`config.mk`:
```
export PLATFORM = sky130hd
export DESIGN_NAME = mux4_rr_arbiter
export DESIGN_NICKNAME = d
export VERILOG_FILES = /design/src/rtl/mux4_rr_arbiter.sv
export SDC_FILE = /design/constraint.sdc
export NUM_CORES = 1
export LEC_CHECK = 0
export BUFFER_PORTS_ARGS = -buffer_cell sky130_fd_sc_hd__buf_2
export CORE_ASPECT_RATIO = 1.1
export CORE_UTILIZATION = 53
export DETAILED_ROUTE_END_ITERATION = 16
export MAX_ROUTING_LAYER = met4
export PLACE_DENSITY = 0.82
export SETUP_SLACK_MARGIN = 0.15
export SYNTH_ARGS = -nofsm -noshare
export SYNTH_HDL_FRONTEND = slang
export SYNTH_SLANG_ARGS = --single-unit
```
`constraint.sdc`:
```
create_clock -name clk -period 3.3 [get_ports clk]
set_clock_uncertainty 0.1 [all_clocks]
set_input_delay 0.165 -clock clk [delete_from_list [all_inputs] [get_ports clk]]
set_output_delay 0.165 -clock clk [all_outputs]
set_load 0.03 [all_outputs]
```
`src/rtl/mux4_rr_arbiter.sv`:
```
// mux4_rr_arbiter
//   Round-robin arbiter sharing one 4:1 bit-mux channel among four requesters.
//   The current owner keeps the channel for up to BURST_LEN accepted beats, or
//   until it drops its request. Then the priority pointer moves past it and a new
//   owner is chosen at the same edge, so there is no idle cycle between owners.
//
// Parameters
//   BURST_LEN  maximum accepted beats per grant, legal range 1..15
//
// Ports
//   clk        in   clock, rising edge
//   rst        in   asynchronous reset, active-high
//   req[3:0]   in   level request per requester, held while it has data
//   I[3:0]     in   data bit per requester
//   ready      in   sink accepts a beat this cycle
//   S[1:0]     out  registered mux select (index of current owner)
//   gnt[3:0]   out  registered one-hot grant, zero when idle
//   out        out  I[S] while out_valid, else 0
//   out_valid  out  gnt != 0 and the owner still requests
module mux4_rr_arbiter #(
  parameter int unsigned BURST_LEN = 4
) (
  input  logic       clk,
  input  logic       rst,
  input  logic [3:0] req,
  input  logic [3:0] I,
  input  logic       ready,
  output logic [1:0] S,
  output logic [3:0] gnt,
  output logic       out,
  output logic       out_valid
);

  localparam logic [3:0] CntLast = 4'(BURST_LEN - 1);

  typedef enum logic [0:0] {
    StIdle,
    StOwn
  } state_e;

  state_e     state_q, state_d;
  logic [1:0] s_q, s_d;
  logic [3:0] gnt_q, gnt_d;
  logic [1:0] ptr_q, ptr_d;
  logic [3:0] cnt_q, cnt_d;

  logic       beat;
  logic       owner_drop;
  logic       burst_done;
  logic       release_own;
  logic [1:0] arb_ptr;
  logic       arb_found;
  logic [1:0] arb_idx;

  // Search starting at ptr and wrapping; returns {found, index}.
  function automatic logic [2:0] arbitrate(input logic [3:0] r, input logic [1:0] p);
    logic [2:0] res;
    logic [1:0] idx;
    res = 3'b000;
    for (int k = 3; k >= 0; k--) begin
      // Walk from the lowest priority upward so the last hit is the winner.
      idx = 2'(p + 2'(k));
      if (r[idx]) begin
        res = {1'b1, idx};
      end
    end
    return res;
  endfunction

  // Downstream handshake is combinational from registered select/grant.
  assign out_valid = (gnt_q != 4'b0000) && req[s_q];
  assign out       = out_valid & I[s_q];
  assign S         = s_q;
  assign gnt       = gnt_q;

  always_comb begin
    beat        = out_valid && ready;
    // A dropped request means out_valid is low, so no beat can coincide with it.
    owner_drop  = (state_q == StOwn) && !req[s_q];
    burst_done  = (state_q == StOwn) && beat && (cnt_q == CntLast);
    release_own = owner_drop || burst_done;
    // On release the old owner becomes lowest priority for this very edge.
    arb_ptr     = release_own ? 2'(s_q + 2'd1) : ptr_q;
    {arb_found, arb_idx} = arbitrate(req, arb_ptr);
  end

  always_comb begin
    state_d = state_q;
    s_d     = s_q;
    gnt_d   = gnt_q;
    ptr_d   = ptr_q;
    cnt_d   = cnt_q;

    unique case (state_q)
      StIdle: begin
        if (arb_found) begin
          state_d = StOwn;
          s_d     = arb_idx;
          gnt_d   = 4'b0001 << arb_idx;
          cnt_d   = 4'd0;
        end
      end
      StOwn: begin
        if (release_own) begin
          ptr_d = arb_ptr;
          if (arb_found) begin
            state_d = StOwn;
            s_d     = arb_idx;
            gnt_d   = 4'b0001 << arb_idx;
            cnt_d   = 4'd0;
          end else begin
            state_d = StIdle;
            gnt_d   = 4'b0000;
            cnt_d   = 4'd0;
          end
        end else if (beat) begin
          cnt_d = cnt_q + 4'd1;
        end
        // ready low: everything holds, the grant never times out.
      end
      default: begin
        state_d = StIdle;
        gnt_d   = 4'b0000;
      end
    endcase
  end

  always_ff @(posedge clk or posedge rst) begin
    if (rst) begin
      state_q <= StIdle;
      s_q     <= 2'd0;
      gnt_q   <= 4'b0000;
      ptr_q   <= 2'd0;
      cnt_q   <= 4'd0;
    end else begin
      state_q <= state_d;
      s_q     <= s_d;
      gnt_q   <= gnt_d;
      ptr_q   <= ptr_d;
      cnt_q   <= cnt_d;
    end
  end

endmodule
```
* Word-level counts from Yosys, hierarchy flattened
Index checks and enable logic that the tools add are counted.
Operators by class: $add $sub $neg 5, $lt $le $gt $ge 5, equal/unequal tests 4, shifts and indexed selects 1, muxes and demuxes 31, bitwise logic cells 2, reduce and logical (&&, ||, !) cells 11
Operators with widths (count):
- 4-bit two-way mux | 6
- 4-bit one-hot mux with 2 select lines | 2
- 2-bit by 3-bit less-than comparator with 1-bit output, second input constant | 5
- 1-bit binary-select mux with 2-bit select | 6
- 3-bit two-way mux | 4
- 1-bit two-way mux | 8
- 2-bit two-way mux | 3
- 2-bit AND reduction | 3
- 1-bit logical AND | 5
- 2-bit by 1-bit adder with 2-bit output, second input constant | 2
- 2-bit adder, second input constant | 2
- 4-bit by 1-bit adder with 4-bit output, second input constant | 1
- 4-bit by 2-bit == test with 1-bit output, second input constant | 1
- 2-bit one-hot mux with 2 select lines | 1
- 4-bit nonzero test | 1
- 1-bit by 2-bit << shifter with 4-bit output, first input constant | 1
- 3-bit by 1-bit != test with 1-bit output, second input constant | 1
- 2-bit by 1-bit != test with 1-bit output, second input constant | 1
- 2-bit != test, second input constant | 1
- 1-bit one-hot mux with 2 select lines | 1
- 1-bit AND | 1
- 1-bit logical NOT | 1
- 1-bit logical OR | 1
- 1-bit inverter | 1
Storage, ports and cells: register bits after elaboration 13, bits of input ports 11, output and inout port bits 8, logic and storage cells 64

* Longest topological paths before layout
Gate-level depths: netlist (run 1).
word-level depth 19, gate-level depth with buffers 7, depth with buffers taken out 7

* Worst setup path after synthesis (run 1)
No wires, ideal clock.
path type register -> register, start reg s_q[0] (netlist: S[0]), end reg gnt_q[1] (netlist: gnt[1]), setup time 0.120 ns, data arrival time 2.275 ns, data required time 3.080 ns, setup slack 0.806 ns, cell stages (with the launch flop) 8, path buffers 1, clock period less this slack 2.494 ns, cell sequence dfrtp_1 -> buf_6 -> mux4_2 -> o21a_4 -> or3_4 -> a21o_1 -> and3_4 -> a31o_1
Between the ends: cells in the longest elaborated chain, start to end 19, elaborated cells on any way between the ends 34, those cells by class 4 x add/sub; 2 x eq/ne; 1 x shift; 19 x mux; 8 x reduce/logical
Ends and longest elaborated chain:
- from (decl) | RTL line 42 | logic [1:0] s_q, s_d;
- from (signal assigned) | RTL line 131 | s_q <= 2'd0;
- from (signal assigned) | RTL line 137 | s_q <= s_d;
- 1-bit binary-select mux with 2-bit select | RTL line 71, 79
- 1-bit two-way mux (implied by the code) | RTL line 71, 79
- 1-bit logical AND | RTL line 71 | assign out_valid = (gnt_q != 4'b0000) && req[s_q];
- 1-bit logical AND | RTL line 77 | beat = out_valid && ready;
- 1-bit logical AND (2 in series) | RTL line 80 | burst_done = (state_q == StOwn) && beat && (cnt_q == CntLast);
- 1-bit logical OR | RTL line 81 | release_own = owner_drop || burst_done;
- 2-bit two-way mux | RTL line 83 | arb_ptr = release_own ? 2'(s_q + 2'd1) : ptr_q;
- 2-bit adder | RTL line 62 | idx = 2'(p + 2'(k));
- 1-bit binary-select mux with 2-bit select | RTL line 63 | if (r[idx]) begin
- 1-bit two-way mux (implied by the code) | RTL line 63
- 3-bit two-way mux (4 in series) | RTL line 63
- 1-bit by 2-bit << shifter with 4-bit output | RTL line 99, 109
- 4-bit two-way mux | RTL line 106 | if (arb_found) begin
- 4-bit two-way mux | RTL line 104 | if (release_own) begin
- 4-bit one-hot mux with 2 select lines | RTL line 94 | unique case (state_q)
- to (signal assigned) | RTL line 138 | gnt_q <= gnt_d;
- to (decl) | RTL line 43 | logic [3:0] gnt_q, gnt_d;
Several ways; a longest one is shown, not always the timed one. The select of a mux whose other input is x is not followed. A chain may end at the register's enable or synchronous reset.

* Worst setup path after layout (run 1)
start reg cnt_q[0], end reg gnt_q[0] (netlist: gnt[0])
Between the ends: cells in the longest elaborated chain, start to end 15, elaborated cells on any way between the ends 27, those cells by class 3 x add/sub; 3 x eq/ne; 1 x shift; 17 x mux; 3 x reduce/logical
Ends and longest elaborated chain:
- from (decl) | RTL line 45 | logic [3:0] cnt_q, cnt_d;
- from (signal assigned) | RTL line 140 | cnt_q <= cnt_d;
- 4-bit by 2-bit == test with 1-bit output (*) | RTL line 80
- 1-bit logical AND (*) | RTL line 80
- 1-bit logical OR (*) | RTL line 81
- 2-bit two-way mux | RTL line 83
- 2-bit adder | RTL line 62
- 1-bit binary-select mux with 2-bit select | RTL line 63
- 1-bit two-way mux (implied by the code) | RTL line 63
- 3-bit two-way mux (4 in series) | RTL line 63
- 1-bit by 2-bit << shifter with 4-bit output | RTL line 99, 109
- 4-bit two-way mux | RTL line 106
- 4-bit two-way mux | RTL line 104
- 4-bit one-hot mux with 2 select lines | RTL line 94
Every way passes the cells marked *; elsewhere a longest branch is shown, timed or not. The select of a mux whose other input is x is not followed.

==> impl_metrics.tcl, run 1 <==
set metrics [dict create \
    outcome "finished, final reports clean" \
    synthToLayoutAreaGrowth_pct 12.70 \
    setup_slack_ns 0.7262 \
    max-cap-violations 0 \
    max_freq_mhz 388.5 \
    grt_setup_unrepaired "no" \
    setup_tns_ns 0 \
    synthTopCellsByArea "dfrtp_1 (34%), mux2_2 (4.7%), nand2_1 (3.5%)" \
    critPathCaptureType "flop" \
    coreArea_mm2 0.001633 \
    r2r_cells 7 \
    dp_hpwl_mm 1.618 \
    drv_slew 0 \
    num_rows 15 \
    wl_mm 2.109 \
    drcViolationCount 0 \
    cts_buffers 3 \
    critPathMaxFanout 5 \
    report.final.setup_viol 0 \
    multi_input_area_um2 574.3 \
    cp.required_ns 3.37 \
    synth_cell_types 44 \
    worst_pin_slew_ns 0.5315 \
    cts.sinks 13 \
    finalNetCount 127 \
    worstHoldPathType "in -> reg" \
    irDropWorstVdd_mv 0.4680 \
    pwr_density_cell_mw_per_mm2 944.6 \
    cts_buffer_depth 2 \
    synth_edf_count 0 \
    whs_ns 0.1715 \
    syn_area_um2 955.9 \
    final_common_cell "buf_2" \
    min_path_cells 2 \
    cts_tree "yes" \
    final_core_util_pct 65.98 \
    cts_setup_buffers 0 \
    final_area_mm2 0.001077 \
    relSlewSlack_pct 64.33 \
    path_clk_slew_ns 0.08 \
    port_buffers 18 \
    ff2ff_setup_slack_ns 0.73 \
    layout_common_cells "buf_2 (18), dfrtp_1 (13), nor2_1 (9), nand2_1 (9), inv_1 (8)" \
    drt_iter0_markers 32 \
    grt_max_degree 14 \
    die_y_um 46.54 \
    ys.warnings.count 0 \
    grt_use_total_pct 24.59 \
    syn_area_per_cell_um2 10.17 \
    netlist.area_leader.share_pct 34.03 \
    worstSetupStartpointType "flop" \
    hold_viol 0 \
    synth-seq-area-share_pct 34.03 \
    arrival_ns 2.64 \
    crit_type "reg -> reg" \
    hp-start "req[2]" \
    grt_pass1_vias 806 \
    ant_nets 0 \
    syn_inst 94 \
    cts_resized 0 \
    cts_hold_buf 1 \
    r2r-end "gnt[0]" \
    clock_latency_ns 0.27 \
    synth_top_area_cell "dfrtp_1" \
    yosys_most_used_dff "dfrtp_1" \
    postPlaceCellArea_mm2 0.001041 \
    insertedDiodeCount 0 \
    overflow 0 \
    setup.worst_path.start "cnt_q[0]" \
    dieArea_mm2 0.001977 \
    wl_per_cell_um 16.10 \
    r2r-start "cnt_q[0]" \
    min_period_ns 2.574 \
    fin_crit_sh_pct 77.99 \
    start_util_pct 58.54 \
    gp_congestion 0.8430 \
    vias 848 \
    syn-num-nets 106 \
    antenna_found_initial 0 \
    regArea_um2 325.3 \
    ys_ff_latch 13 \
    dr.pass1.iters 4 \
    avgViaCountPerCell 6.473 \
    hold_end "state_q" \
    fp.dieW_um 42.49 \
    nFillCells 126 \
    final_layout_size_suffix_gt1_share_pct 30.70 \
    dpl_worst_slack_ns 0.7467 \
    grt_pass1_wl_mm 3.484 \
    io_pins 19 \
    p_leak_uw 0.0005085 \
    htree_levels 1 \
    cts-root-buf "clkbuf_4" \
    async_flop_share_pct 100.0 \
]
[area by class of cell]
type                            instances  share of cell area [%]
Inverter                                8                   2.787
Tap cell                               17                   1.974
Sequential cell                        13                   30.20
Clock buffer                            4                   2.439
Timing Repair Buffer                   19                   9.292
Multi-Input combinational cell         70                   53.31
[cell usage after synthesis (2+ instances only)]
cell       number
and2_1          2
buf_6           2
dfrtp_1        13
inv_1           8
mux2_2          4
nand2_1         9
nand3_1         3
nor2_1          9
o2111ai_1       2
o211ai_1        4
o21ai_0         2
o21ai_1         2
o31ai_2         2
xor2_1          2
[routing by layer]
layer	track usage, %	wire [um]	up-vias
met5	-	0	-
met4	6.250	22	0
met3	5.098	131	5
met2	43.69	1026	44
met1	28.71	928	409
li1	-	-	390
[per-stage QoR]
step	cells	power [uW]
after floorplan	94	801.9
after global placement	126	897.0
after detailed placement	126	915.8
after CTS	131	1015
after global routing	131	1084
final	131	1018
[how the worst max path moves through the flow]
stage               endpoint  slack [ns]  depth (start not counted)
detailed placement    gnt[0]        0.75                          7
floorplan             gnt[1]        0.81                          7
global route          gnt[0]        0.63                          7
finish                gnt[0]        0.73                          7
CTS                   gnt[0]        0.73                          7
global placement      gnt[0]        0.78                          7
[state kept, by name (all words and copies together) (netlist names)]
name,count
ptr_q,2
state_q,1
gnt,4
S,2
cnt_q,4
[power breakdown]
group	internal, uW	switching (uW)
clock network	46.8	48.4
logic	260	362
registers	216	84.1
[cells by family after synthesis]
logic type | synth area share, %
AO/OA/AOI/OAI | 27.49
XOR/XNOR | 2.749
adder cells (fa/ha/maj) | 2.356
buffers and inverters | 5.890
flip-flops | 34.03
multiplexers | 10.86
AND/OR/NAND/NOR | 16.62
[critical path, cell delays in order, from the launching register on]
cell and delay, ns:
dfrtp_1 0.40, ha_1 0.18, or3b_1 0.46, o211ai_1 0.26, o2111ai_1 0.21, a211oi_1 0.38, o311ai_4 0.22, a32o_1 0.26
(Power assumes the default switching activity.)
==> run 2: changes to the inputs <==
==> constraint.sdc (replaced) <==
create_clock -name clk -period 2.5 [get_ports clk]
set_clock_uncertainty 0.1 [all_clocks]
set_input_delay 0.125 -clock clk [delete_from_list [all_inputs] [get_ports clk]]
set_output_delay 0.125 -clock clk [all_outputs]
set_load 0.03 [all_outputs]
==> impl_metrics.tcl, run 2 (synthesized netlist as in run 1, its figures left out) <==
set metrics [dict create \
    outcome "finished, final reports clean" \
    io_pins 19 \
    p_leak_uw 0.0005382 \
    max_stage_delay_ns 0.42 \
    avgViaCountPerCell 6.243 \
    coreArea_mm2 0.001633 \
    grt_use_total_pct 25.87 \
    r2r_cells 7 \
    hold_viol 0 \
    cts-root-buf "clkbuf_4" \
    fin_crit_sh_pct 95.63 \
    grt_setup_unrepaired "yes" \
    final_layout_size_suffix_gt1_share_pct 38.66 \
    cts_buffers 3 \
    worst_path_max_delay_cell "or3b_4" \
    drcViolationCount 0 \
    clock_latency_ns 0.29 \
    arrival_ns 2.48 \
    vias 849 \
    final_common_cell "buf_2" \
    drv_slew 0 \
    cts_buffer_depth 2 \
    max_freq_mhz 418.3 \
    fp.dieW_um 42.49 \
    critPathCaptureType "flop" \
    cp.required_ns 2.59 \
    setup_tns_ns 0 \
    antenna_found_initial 0 \
    worstHoldPathType "in -> reg" \
    hp-start "req[1]" \
    max-cap-violations 0 \
    insertedDiodeCount 0 \
    dieArea_mm2 0.001977 \
    report.final.setup_viol 0 \
    hold_end "state_q" \
    wl_mm 2.378 \
    synthToLayoutAreaGrowth_pct 18.98 \
    grt_pass1_vias 829 \
    worst-path-buf-inv 0 \
    start_util_pct 58.54 \
    port_buffers 18 \
    layout_common_cells "buf_2 (18), dfrtp_1 (12), nor2_1 (9), nand2_1 (9), inv_1 (8)" \
    wl_per_cell_um 17.49 \
    htree_levels 1 \
    whs_ns 0.1715 \
    critPathMaxFanout 5 \
    r2r-end "gnt[0]" \
    overflow 0 \
    ff2ff_setup_slack_ns 0.11 \
    crit_type "reg -> reg" \
    cts.sinks 13 \
    num_rows 15 \
    relSlewSlack_pct 66.25 \
    die_y_um 46.54 \
    grt_max_degree 14 \
    min_path_cells 2 \
    drt_iter0_markers 27 \
    grt_pass1_wl_mm 3.574 \
    dr.pass1.iters 4 \
    irDropWorstVdd_mv 0.6294 \
    dp_hpwl_mm 1.663 \
    cts_tree "yes" \
    path_clk_slew_ns 0.09 \
    finalNetCount 132 \
    pwr_density_cell_mw_per_mm2 1271 \
    r2r-start "cnt_q[1]" \
    worst_pin_slew_ns 0.5056 \
    ant_nets 0 \
    min_period_ns 2.391 \
    gp_congestion 0.8966 \
    critPathTopFamily "compound AO/OA/AOI/OAI gates" \
    worstSetupStartpointType "flop" \
    cp_cell_sequence "ha_2, or3b_4, o211ai_1, o2111ai_2, a211oi_2, o311ai_4, a32o_1" \
]
[run 2: per-stage QoR]
step / instances / instance area [um^2] / util (%) / power [uW] / worst slack [ns]
floorplan: 94 / 962.2 / - / 1066 / 0.09306
global placement: 128 / 1062 / 65.06 / 1212 / 0.1525
detailed placement: 128 / 1062 / 65.06 / 1246 / 0.08133
CTS: 134 / 1109 / 67.89 / 1403 / 0.1586
global route: 136 / 1137 / 69.66 / 1518 / 0.05446
finish: 136 / 1137 / 69.66 / 1446 / 0.1093
[run 2: worst max-delay path by stage]
stage | startpoint | to | slack, ns | cells after the start
3_3_place_gp | cnt_q[0] | gnt[1] | 0.15 | 7
2_1_floorplan | S[0] | gnt[1] | 0.09 | 7
3_5_place_dp | cnt_q[0] | gnt[0] | 0.08 | 7
6_report | cnt_q[1] | gnt[0] | 0.11 | 7
5_1_grt | cnt_q[1] | gnt[0] | 0.05 | 7
4_1_cts | cnt_q[0] | gnt[1] | 0.16 | 7
[run 2: report_power, final]
group	total, uW	internal, uW	switching [uW]	leakage [uW]
clock network	134	62.1	72.1	0.0000150
logic	930	398	532	0.000362
registers	381	286	95.0	0.000161
total	1450	746	699	0.000538
[run 2: worst reg2reg max path: cells and delay by family (launching register included)]
kind                     cells  cell delay, ns
AO/OA/AOI/OAI                5            1.23
adder cells (fa/ha/maj)      1            0.19
flip-flops                   1            0.37
AND/OR/NAND/NOR              1            0.42
[run 2: timing repair]
item,4_1_cts,5_1_grt
resized for setup,1,3
hold endpoints to repair,13,0
hold buffers,1,0
pin swaps,1,5
setup endpoints to repair,6,6
setup buffers,1,2
[run 2: area by class of cell]
cell class / instances / area [um^2]
multi-input cells: 70 / 595.6
fillers: 125 / 495.5
flip-flops and latches: 13 / 326.6
repair buffers: 24 / 137.6
inverters: 8 / 30.03
clock buffers: 4 / 26.28
well taps: 17 / 21.27
[run 2: routing by layer]
metal,up-vias,wire (um),global-route usage [%]
met1,392,966,28.16
met5,-,0,-
li1,402,-,-
met3,6,166,9.412
met4,0,48,8.750
met2,49,1197,44.31
==> run 3: changes to the inputs <==
--- a/config.mk
+++ b/config.mk
@@ -5,12 +5,13 @@
 export SDC_FILE = /design/constraint.sdc
 export NUM_CORES = 1
 export LEC_CHECK = 0
+export ABC_AREA = 1
 export BUFFER_PORTS_ARGS = -buffer_cell sky130_fd_sc_hd__buf_2
 export CORE_ASPECT_RATIO = 1.1
-export CORE_UTILIZATION = 53
+export CORE_UTILIZATION = 55
 export DETAILED_ROUTE_END_ITERATION = 16
 export MAX_ROUTING_LAYER = met4
-export PLACE_DENSITY = 0.82
+export PLACE_DENSITY = 0.83
 export SETUP_SLACK_MARGIN = 0.15
 export SYNTH_ARGS = -nofsm -noshare
 export SYNTH_HDL_FRONTEND = slang
==> impl_metrics.tcl, run 3 <==
set metrics [dict create \
    grt_setup_unrepaired "yes" \
    worstHoldPathType "in -> async" \
    gp_congestion 0.9468 \
    dp_hpwl_mm 2.055 \
    finalNetCount 203 \
    drt_iter0_markers 47 \
    critPathCaptureType "flop" \
    relSlewSlack_pct 65.42 \
    syn-num-nets 172 \
    dr.pass1.iters 4 \
    syn_area_per_cell_um2 7.030 \
    synth_commonest_cells "nand2_1 (45), nand3_1 (26), inv_1 (14)" \
    fin_crit_sh_pct 98.24 \
    dp.cells 204 \
    path_clk_slew_ns 0.08 \
    overflow 0 \
    syn_inst 160 \
    port_buffers 18 \
    cts.sinks 13 \
    hold_viol 0 \
    outcome "finished, final reports clean" \
    num_rows 16 \
    netlist.area_leader.share_pct 28.92 \
    cts_tree "yes" \
    fp.dieW_um 45.12 \
    synth-compound-area-share_pct 4.227 \
    final_common_cell "nand2_1" \
    wl_mm 3.218 \
    yosys_most_used_dff "dfrtp_1" \
    nFillCells 146 \
    antenna_found_initial 0 \
    avgViaCountPerCell 5.631 \
    layout_common_cells "nand2_1 (33), nand3_1 (24), nand2_2 (18), buf_2 (18)" \
    ys.warnings.count 0 \
    arrival_ns 2.54 \
    ys_ff_latch 13 \
    grt_pass1_wl_mm 4.298 \
    dieArea_mm2 0.002230 \
    io_pins 19 \
    synth_edf_count 0 \
    yosys.area_share.simple_pct 56.28 \
    use_met2_pct 44.93 \
    grt_util_met3_pct 3.704 \
    insertedDiodeCount 0 \
    synth_cell_types 26 \
    max-cap-violations 0 \
    worstSetupStartpointType "flop" \
    synth-seq-area-share_pct 28.92 \
    drcViolationCount 0 \
    synthToLayoutAreaGrowth_pct 26.25 \
    syn_area_mm2 0.001125 \
    vias 1222 \
    cp.required_ns 2.59 \
    use_met1_pct 31.32 \
    wl_per_cell_um 14.83 \
    cts_buffers 3 \
    crit_type "reg -> reg" \
    grt_use_total_pct 26.35 \
    synth_top_family_by_area "simple AND/OR/NAND/NOR gates" \
    start_util_pct 61.07 \
    max_freq_mhz 407.2 \
    synth_top_area_cell "dfrtp_1" \
    report.final.setup_viol 0 \
    synthTopCellsByArea "dfrtp_1 (29%), nand2_1 (15%), nand3_1 (12%)" \
    synth_fa_ha_area_share_pct 1.112 \
    yosysMostFrequentCell "nand2_1" \
    synth.area.mux_share_pct 0 \
    critPathMaxFanout 6 \
    die_y_um 49.43 \
    coreArea_mm2 0.001842 \
    final_core_util_pct 77.11 \
    cts-root-buf "clkbuf_4" \
    grt_max_degree 14 \
    async_flop_share_pct 100.0 \
    grt.busiest_layer "met2" \
    htree_levels 1 \
    layoutNonFillerInstCount 217 \
    cts_buffer_depth 2 \
    min_period_ns 2.456 \
    synthXorXnorAreaFrac_pct 1.557 \
    clock_latency_ns 0.29 \
    drv_slew 0 \
    grt_pass1_vias 1050 \
    final_layout_size_suffix_gt1_share_pct 42.11 \
    ant_nets 0 \
    worst_pin_slew_ns 0.5181 \
]
==> run 3: what timing repair did <==
| action | in CTS | in global routing |
|---|---|---|
| setup endpoints to repair | 9 | 10 |
| setup buffers | 1 | 7 |
| resized for setup | 1 | 24 |
| pin swaps | 1 | 17 |
| hold endpoints to repair | 13 | 0 |
| hold buffers | 1 | 0 |
==> run 3: through the flow <==
step,setup WS (ns),cell area [um^2],hold WS [ns],TNS (ns)
after CTS,0.1665,1282,0.2086,0
after global routing,-0.07752,1420,0.3596,-0.4172
after detailed placement,0.1015,1237,0.07912,0
after floorplan,0.2445,1125,-0.09804,0
after global placement,0.1877,1237,0.07090,0
final,0.04390,1420,0.3084,0
==> run 3: routing by layer <==
metal  up-vias  part of all wire (%)  routed length [um]
met4         0                   3.6                 116
li1        580                     -                   -
met5         -                     0                   0
met2        57                    50                1616
met1       569                    40                1295
met3        16                   5.9                 190
==> run 3: final timing paths <==
| check | from | end | slack [ns] | cells after the start |
|---|---|---|---|---|
| setup / recovery | cnt_q[1] | cnt_q[1] | 0.04 | 13 |
| hold / removal | rst | ptr_q[0] | 0.31 | 3 |
| setup reg to reg | cnt_q[1] | cnt_q[1] | 0.04 | 13 |
| hold reg to reg | gnt[0] | gnt[0] | 0.40 | 2 |
| max in group asynchronous | rst | S[0] | 1.62 | 3 |
| min in group clk | ready | cnt_q[1] | 0.34 | 6 |
==> run 3: cells by family after synthesis <==
logic type      after synthesis
fa+ha+maj                     1
flops                        13
compound gates                9
simple gates                114
buf+inv                      21
xor+xnor                      2
==> run 3: area by class of cell <==
type	count	area, um^2	share of cell area [%]
Multi-Input combinational cell	126	789.5	55.59
Sequential cell	13	326.6	23.00
Timing Repair Buffer	27	163.9	11.54
Inverter	20	80.08	5.639
Tap cell	27	33.78	2.379
Clock buffer	4	26.28	1.850
==> run 3: critical path, cell delays in order (launching register included) <==
cell and delay [ns]:
dfrtp_1 0.38, ha_1 0.20, nand3_1 0.17, nand2_4 0.15, nand3_4 0.13, nand2_4 0.14, nand3_1 0.15, nand2_1 0.17
nand3_1 0.16, nand3b_4 0.23, nand2_4 0.11, nand2_4 0.09, nand3b_1 0.10, nand2_1 0.06
Power of run 3 is not shown: default switching activity piles up to over one toggle a cycle in this logic, so the estimate is an artifact.
